`config.mk`:
```
export PLATFORM = sky130hd
export DESIGN_NAME = regfile_scoreboard
export DESIGN_NICKNAME = d
export VERILOG_FILES = /design/src/rtl/regfile_pkg.sv /design/src/rtl/regfile_scoreboard_busy_table.sv /design/src/rtl/regfile_scoreboard.sv
export SDC_FILE = /design/constraint.sdc
export NUM_CORES = 2
export LEC_CHECK = 0
export BUFFER_PORTS_ARGS = -buffer_cell sky130_fd_sc_hd__buf_4
export CELL_PAD_IN_SITES_DETAIL_PLACEMENT = 0
export CELL_PAD_IN_SITES_GLOBAL_PLACEMENT = 2
export CORE_MARGIN = 2
export CORE_UTILIZATION = 46
export DETAILED_ROUTE_END_ITERATION = 10
export GPL_ROUTABILITY_DRIVEN = 0
export GPL_TIMING_DRIVEN = 1
export PLACE_DENSITY = 0.81
export SYNTH_ARGS = -nofsm -noshare
export SYNTH_HDL_FRONTEND = slang
export SYNTH_SLANG_ARGS = --single-unit
```
`constraint.sdc`:
```
create_clock -name clk -period 3.1 [get_ports clk]
set_clock_uncertainty 0.1 [all_clocks]
set_input_delay 0.155 -clock clk [delete_from_list [all_inputs] [get_ports clk]]
set_output_delay 0.155 -clock clk [all_outputs]
set_load 0.02 [all_outputs]
```
`src/rtl/regfile_pkg.sv`:
```
// Shared definitions for the register file, its busy scoreboard, and the decode/writeback stages.
package regfile_pkg;

  localparam int unsigned XLEN_DEF   = 32;
  localparam int unsigned NREG_DEF   = 32;
  localparam int unsigned AW_DEF     = $clog2(NREG_DEF);
  localparam int unsigned ZERO_REG   = 0;
  localparam int unsigned A0_IDX_DEF = 10;

  // Architectural register index, used by decode and writeback.
  typedef logic [AW_DEF-1:0] reg_idx_t;

endpackage

```
`src/rtl/regfile_scoreboard_busy_table.sv`:
```
// Per-register busy bits.
// A set (issue) takes priority over a clear (writeback), flush overrides both,
// and register zero is never busy. The ebusy lookups hide a busy bit that is
// being cleared in the same cycle.
module busy_table
  import regfile_pkg::*;
#(
  parameter  int unsigned NREG = NREG_DEF,
  localparam int unsigned AW   = $clog2(NREG)
) (
  input  logic          clk,
  input  logic          rst_n,
  input  logic          set_en_i,
  input  logic [AW-1:0] set_idx_i,
  input  logic          clr_en_i,
  input  logic [AW-1:0] clr_idx_i,
  input  logic          flush_i,
  input  logic [AW-1:0] look1_idx_i,
  input  logic [AW-1:0] look2_idx_i,
  input  logic [AW-1:0] look3_idx_i,
  output logic          ebusy1_c_o,
  output logic          ebusy2_c_o,
  output logic          ebusy3_c_o
);

  logic [NREG-1:0] busy_q;
  logic [NREG-1:0] busy_d;

  // Effective busy: a same-cycle writeback resolves the hazard.
  assign ebusy1_c_o = busy_q[look1_idx_i] & ~(clr_en_i & (clr_idx_i == look1_idx_i));
  assign ebusy2_c_o = busy_q[look2_idx_i] & ~(clr_en_i & (clr_idx_i == look2_idx_i));
  assign ebusy3_c_o = busy_q[look3_idx_i] & ~(clr_en_i & (clr_idx_i == look3_idx_i));

  // Next busy vector: clear, then set (set wins), then flush (overrides all).
  always_comb begin
    busy_d = busy_q;
    if (clr_en_i) busy_d[clr_idx_i] = 1'b0;
    if (set_en_i) busy_d[set_idx_i] = 1'b1;
    if (flush_i)  busy_d = '0;
    busy_d[AW'(ZERO_REG)] = 1'b0;
  end

  // Busy register; reset discards all pending state.
  always_ff @(posedge clk or negedge rst_n) begin
    if (!rst_n) busy_q <= '0;
    else        busy_q <= busy_d;
  end

endmodule

```
`src/rtl/regfile_scoreboard.sv`:
```
// NREG x XLEN register file with two combinational read ports, a
// write-through bypassed write port, a hard-wired zero register, and a busy
// scoreboard that stalls decode on RAW/WAW hazards. reg[A0_IDX] is mirrored
// on a0.
module regfile_scoreboard
  import regfile_pkg::*;
#(
  parameter  int unsigned XLEN   = XLEN_DEF,
  parameter  int unsigned NREG   = NREG_DEF,
  parameter  int unsigned A0_IDX = A0_IDX_DEF,
  localparam int unsigned AW     = $clog2(NREG)
) (
  input  logic            clk,
  input  logic            rst_n,
  input  logic [AW-1:0]   rd1_addr,
  input  logic [AW-1:0]   rd2_addr,
  output logic [XLEN-1:0] rd1_data,
  output logic [XLEN-1:0] rd2_data,
  input  logic            wr_en,
  input  logic [AW-1:0]   wr_addr,
  input  logic [XLEN-1:0] wr_data,
  input  logic            issue_valid,
  input  logic [AW-1:0]   issue_rd,
  input  logic            issue_use1,
  input  logic            issue_use2,
  input  logic            flush,
  output logic            stall,
  output logic [XLEN-1:0] a0
);

  localparam logic [AW-1:0] ZERO_A = AW'(ZERO_REG);
  localparam logic [AW-1:0] A0_A   = AW'(A0_IDX);

  logic [XLEN-1:0] regs_q [NREG];
  logic [XLEN-1:0] regs_d [NREG];
  logic [XLEN-1:0] a0_q;
  logic [XLEN-1:0] a0_d;

  logic wr_we_c;
  logic set_en_c;
  logic ebusy1_c;
  logic ebusy2_c;
  logic ebusy3_c;

  // Writes to register zero are discarded.
  assign wr_we_c = wr_en & (wr_addr != ZERO_A);

  // Read ports: zero register, then write-through bypass, then array.
  always_comb begin
    rd1_data = regs_q[rd1_addr];
    rd2_data = regs_q[rd2_addr];
    if (wr_en && (wr_addr == rd1_addr)) rd1_data = wr_data;
    if (wr_en && (wr_addr == rd2_addr)) rd2_data = wr_data;
    if (rd1_addr == ZERO_A) rd1_data = '0;
    if (rd2_addr == ZERO_A) rd2_data = '0;
  end

  // Hazard stall: RAW on used sources, WAW on destination; flush suppresses it.
  assign stall = issue_valid & ~flush &
                 ((issue_use1 & ebusy1_c) | (issue_use2 & ebusy2_c) | ebusy3_c);

  // A successful issue with a real destination marks it busy.
  assign set_en_c = issue_valid & ~stall & ~flush & (issue_rd != ZERO_A);

  busy_table #(
    .NREG (NREG)
  ) u_busy (
    .clk         (clk),
    .rst_n       (rst_n),
    .set_en_i    (set_en_c),
    .set_idx_i   (issue_rd),
    .clr_en_i    (wr_we_c),
    .clr_idx_i   (wr_addr),
    .flush_i     (flush),
    .look1_idx_i (rd1_addr),
    .look2_idx_i (rd2_addr),
    .look3_idx_i (issue_rd),
    .ebusy1_c_o  (ebusy1_c),
    .ebusy2_c_o  (ebusy2_c),
    .ebusy3_c_o  (ebusy3_c)
  );

  // Next array contents and the a0 mirror of the post-write value.
  always_comb begin
    regs_d = regs_q;
    if (wr_we_c) regs_d[wr_addr] = wr_data;
    a0_d = regs_d[A0_A];
  end

  // Array and a0 registers; reset clears everything.
  always_ff @(posedge clk or negedge rst_n) begin
    if (!rst_n) begin
      for (int i = 0; i < int'(NREG); i++) regs_q[i] <= '0;
      a0_q <= '0;
    end else begin
      regs_q <= regs_d;
      a0_q   <= a0_d;
    end
  end

  assign a0 = a0_q;

endmodule

```
==> results.py <==
metrics = {
    "yosys": {
        "synth_top_area_share": 0.455,
        "ys_ff_latch": 1055,
        "synth_top_cells_by_area": "dfrtp_1, mux2_2, mux4_2",
        "synth_flop_cell": "dfrtp_1",
        "yosysTopAreaCell": "dfrtp_1",
        "synth.most_common_cell": "dfrtp_1",
        "yosys_warnings": 0,
        "syn_area_per_cell_um2": 14.2,
        "syn_inst": 4090,
        "syn_nets": 4149,
        "yosysSeqAreaShare": 0.455,
        "synth_common_cells": "dfrtp_1, mux2_2, mux4_2, clkbuf_1, mux2i_1",
        "synthArstFlopShare": 1.00,
        "yosysUniqueCellTypes": 51,
        "synth.cell_area_um2": 58100,
        "synth-edff-count": 0,
    },
    "drt": {
        "drt_iter0_drc": 3521,
        "drc_errors": 0,
        "drt_wl_total_mm": 188,
        "wl_per_cell_um": 31.8,
        "vias_per_cell": 6.59,
        "num_vias": 39000,
        "antenna_left": 0,
        "drt_pass1_iterations": 5,
    },
    "setup_path": {
        "crit_arrival_ps": 2800,
        "path_cells": "mux4_2, mux4_2, mux2_4, nand2_4, a21oi_2, buf_4",
        "worst_r2r_startpoint": "u_busy.busy_q[12]",
        "worst_setup_path_end_kind": "output pin",
        "path_common_cell": "mux4_2",
        "reg2reg_to": "u_busy.busy_q[19]",
        "start_kind": "flop",
        "slowest_delay_ps": 480,
        "crit_type": "reg -> out",
        "path_max_fanout": 2,
        "required_ps": 2840,
        "reg2reg_slack_ps": 120,
        "r2r_cells": 9,
        "slowest_stage": "mux4_2",
        "path_delay_family": "multiplexers",
        "critPathBufInv": 1,
    },
    "placement": {
        "pre_cts_slack_ps": 90.1,
        "hpwl_mm": 113,
        "place_area_um2": 61900,
        "placedCellCount": 5628,
        "portBuffers": 155,
    },
    "die": {
        "start_util": 0.463,
        "die_x_um": 359,
        "ios": 156,
        "die_h_um": 359,
        "core_um2": 125000,
        "rows": 130,
        "dieArea_um2": 129000,
    },
    "power_and_ir_drop": {
        "cellLeakagePower_nw": 28.9,
        "irDropWorstVdd_v": 0.000509,
        "power.density_nw_per_um2": 630,
    },
    "timing": {
        "max_slew_margin": 0.441,
        "finalCritPeriodShare": 0.987,
        "setup_viol_count_final": 0,
        "rsz0062_at_grt": "yes",
        "clock.fmax_mhz": 327,
        "hold_viol_final": 0,
        "tightestPinTransition_ps": 838,
        "setup_slack_ps": 40.4,
        "fin_tns_setup_ps": 0,
        "period_needed_ps": 3060,
        "drv_slew": 0,
    },
    "global_route": {
        "grt_pass1_wl_mm": 278,
        "grt_start_max_net_pins": 116,
        "grt_pass1_vias": 40200,
        "antenna_found_initial": 2,
        "grtUsageTotal": 0.291,
        "overflow": 0,
    },
    "clock_tree": {
        "clock_path_buffers": 3,
        "path_clk_slew_ps": 60,
        "cts_inserted_buffers": 115,
        "clock-sinks": 1055,
        "cts_tree": "built",
        "clkLatencyLatePin_ps": 750,
        "cts_root_buf": "clkbuf_16",
        "htreeDepth": 3,
    },
    "finish": {
        "syn_to_final_growth_pct": 15.0,
        "fin_area_um2": 66800,
        "drive_gt1_frac": 0.505,
        "stdcell_count": 5915,
        "num-nets-final": 4224,
    },
    "worst_hold_path": {
        "hp-class": "in -> async",
    },
    "outcome": {
        "status": "completed",
    },
    "run": {
        "maxCapViolations": 0,
    },
}
==> cell type report <==
| type | instances | area (um^2) |
|---|---|---|
| Timing Repair Buffer | 463 | 4610 |
| Inverter | 14 | 57.6 |
| Sequential cell | 1055 | 26400 |
| Antenna cell | 1 | 2.50 |
| Fill cell | 10400 | 58600 |
| Clock inverter | 55 | 718 |
| Clock buffer | 161 | 3370 |
| Multi-Input combinational cell | 2516 | 29500 |
| Tap cell | 1650 | 2060 |
==> state kept, by name (all words and copies together), names as in the netlist <==
| name | cells |
|---|---|
| regs_q | 992 |
| a0 | 32 |
| u_busy.busy_q | 31 |
==> worst max-delay path by stage <==
stage	start	to	slack, ps	cells past startpoint
4_1_cts	regs_q[140]	rd2_data[12]	-10	7
6_report	a0[2]	rd2_data[2]	40	6
2_1_floorplan	rd2_addr[0]	rd2_data[30]	520	12
3_3_place_gp	rd2_addr[0]	rd2_data[16]	30	12
5_1_grt	u_busy.busy_q[12]	stall	-60	8
3_5_place_dp	rd2_addr[0]	rd2_data[16]	90	12
==> what timing repair did <==
action                                  CTS  global route
hold buffers                             54             0
endpoints found under the hold margin  1961             0
setup buffers                            16             1
setup endpoints to repair                11            13
resized for setup                        14            15
pin swaps                                 4             1
==> tightest hold or removal path, cell delays in order <==
cell	delay (ps)
dlygate4sd3_1	560
buf_8	270
buf_12	260
==> kinds of logic after synthesis <==
group,Yosys count,synth area share
muxes,1760,0.421
AOI/OAI and AO/OA,393,0.0501
DFF,1055,0.455
and+or+nand+nor,348,0.0291
buffers and inverters,519,0.0427
xor gates and xnor gates,15,0.00226
==> metal layers <==
| metal | track usage | up-vias | routed length, um | part of all wire |
|---|---|---|---|---|
| met1 | 0.410 | 21200 | 80100 | 0.43 |
| met4 | 0.116 | 2 | 7690 | 0.041 |
| met5 | 0 | - | 11 | 0.000058 |
| li1 | - | 16000 | - | - |
| met2 | 0.453 | 1510 | 87400 | 0.46 |
| met3 | 0.0457 | 359 | 12800 | 0.068 |
==> cells in the final DEF, fill, tap and decap left out, types with 7 or more instances in the layout <==
cell / instances
nand3b_1: 14
mux2i_1: 298
a221oi_1: 163
nor2b_1: 7
a21oi_1: 46
o32a_1: 16
buf_4: 327
a211oi_1: 13
nand2_2: 7
bufinv_16: 14
nand3_1: 25
nor3_1: 85
dfrtp_1: 1048
clkbuf_8: 30
buf_12: 77
dlygate4sd3_1: 53
nand2b_1: 14
clkbuf_16: 116
mux2_2: 1014
nor3_2: 7
nor2_4: 13
xnor2_1: 13
or3b_2: 12
nor2_1: 27
a221o_1: 7
o22ai_1: 10
clkinv_2: 31
dfrtp_2: 7
a31oi_1: 12
inv_1: 8
nand2_1: 107
clkbuf_1: 15
mux4_2: 446
o21ai_0: 74
a22oi_1: 18
==> power by group <==
group          switching (W)  leakage [nW]  internal (W)
combinational        0.00374          13.3       0.00526
clock                0.00607          2.02       0.00876
sequential           0.00192          13.6        0.0163
total                 0.0117          28.9        0.0303
==> through the flow <==
stage | utilization | total power [W] | hold slack [ps]
detailed placement | 0.494 | 0.0273 | 20.3
floorplan | - | 0.0244 | -241
CTS | 0.532 | 0.0423 | 0.415
finish | 0.532 | 0.0421 | 48.0
global placement | 0.494 | 0.0270 | 23.2
global route | 0.532 | 0.0438 | 49.7
Note: power is estimated with default switching activity, not from simulation.
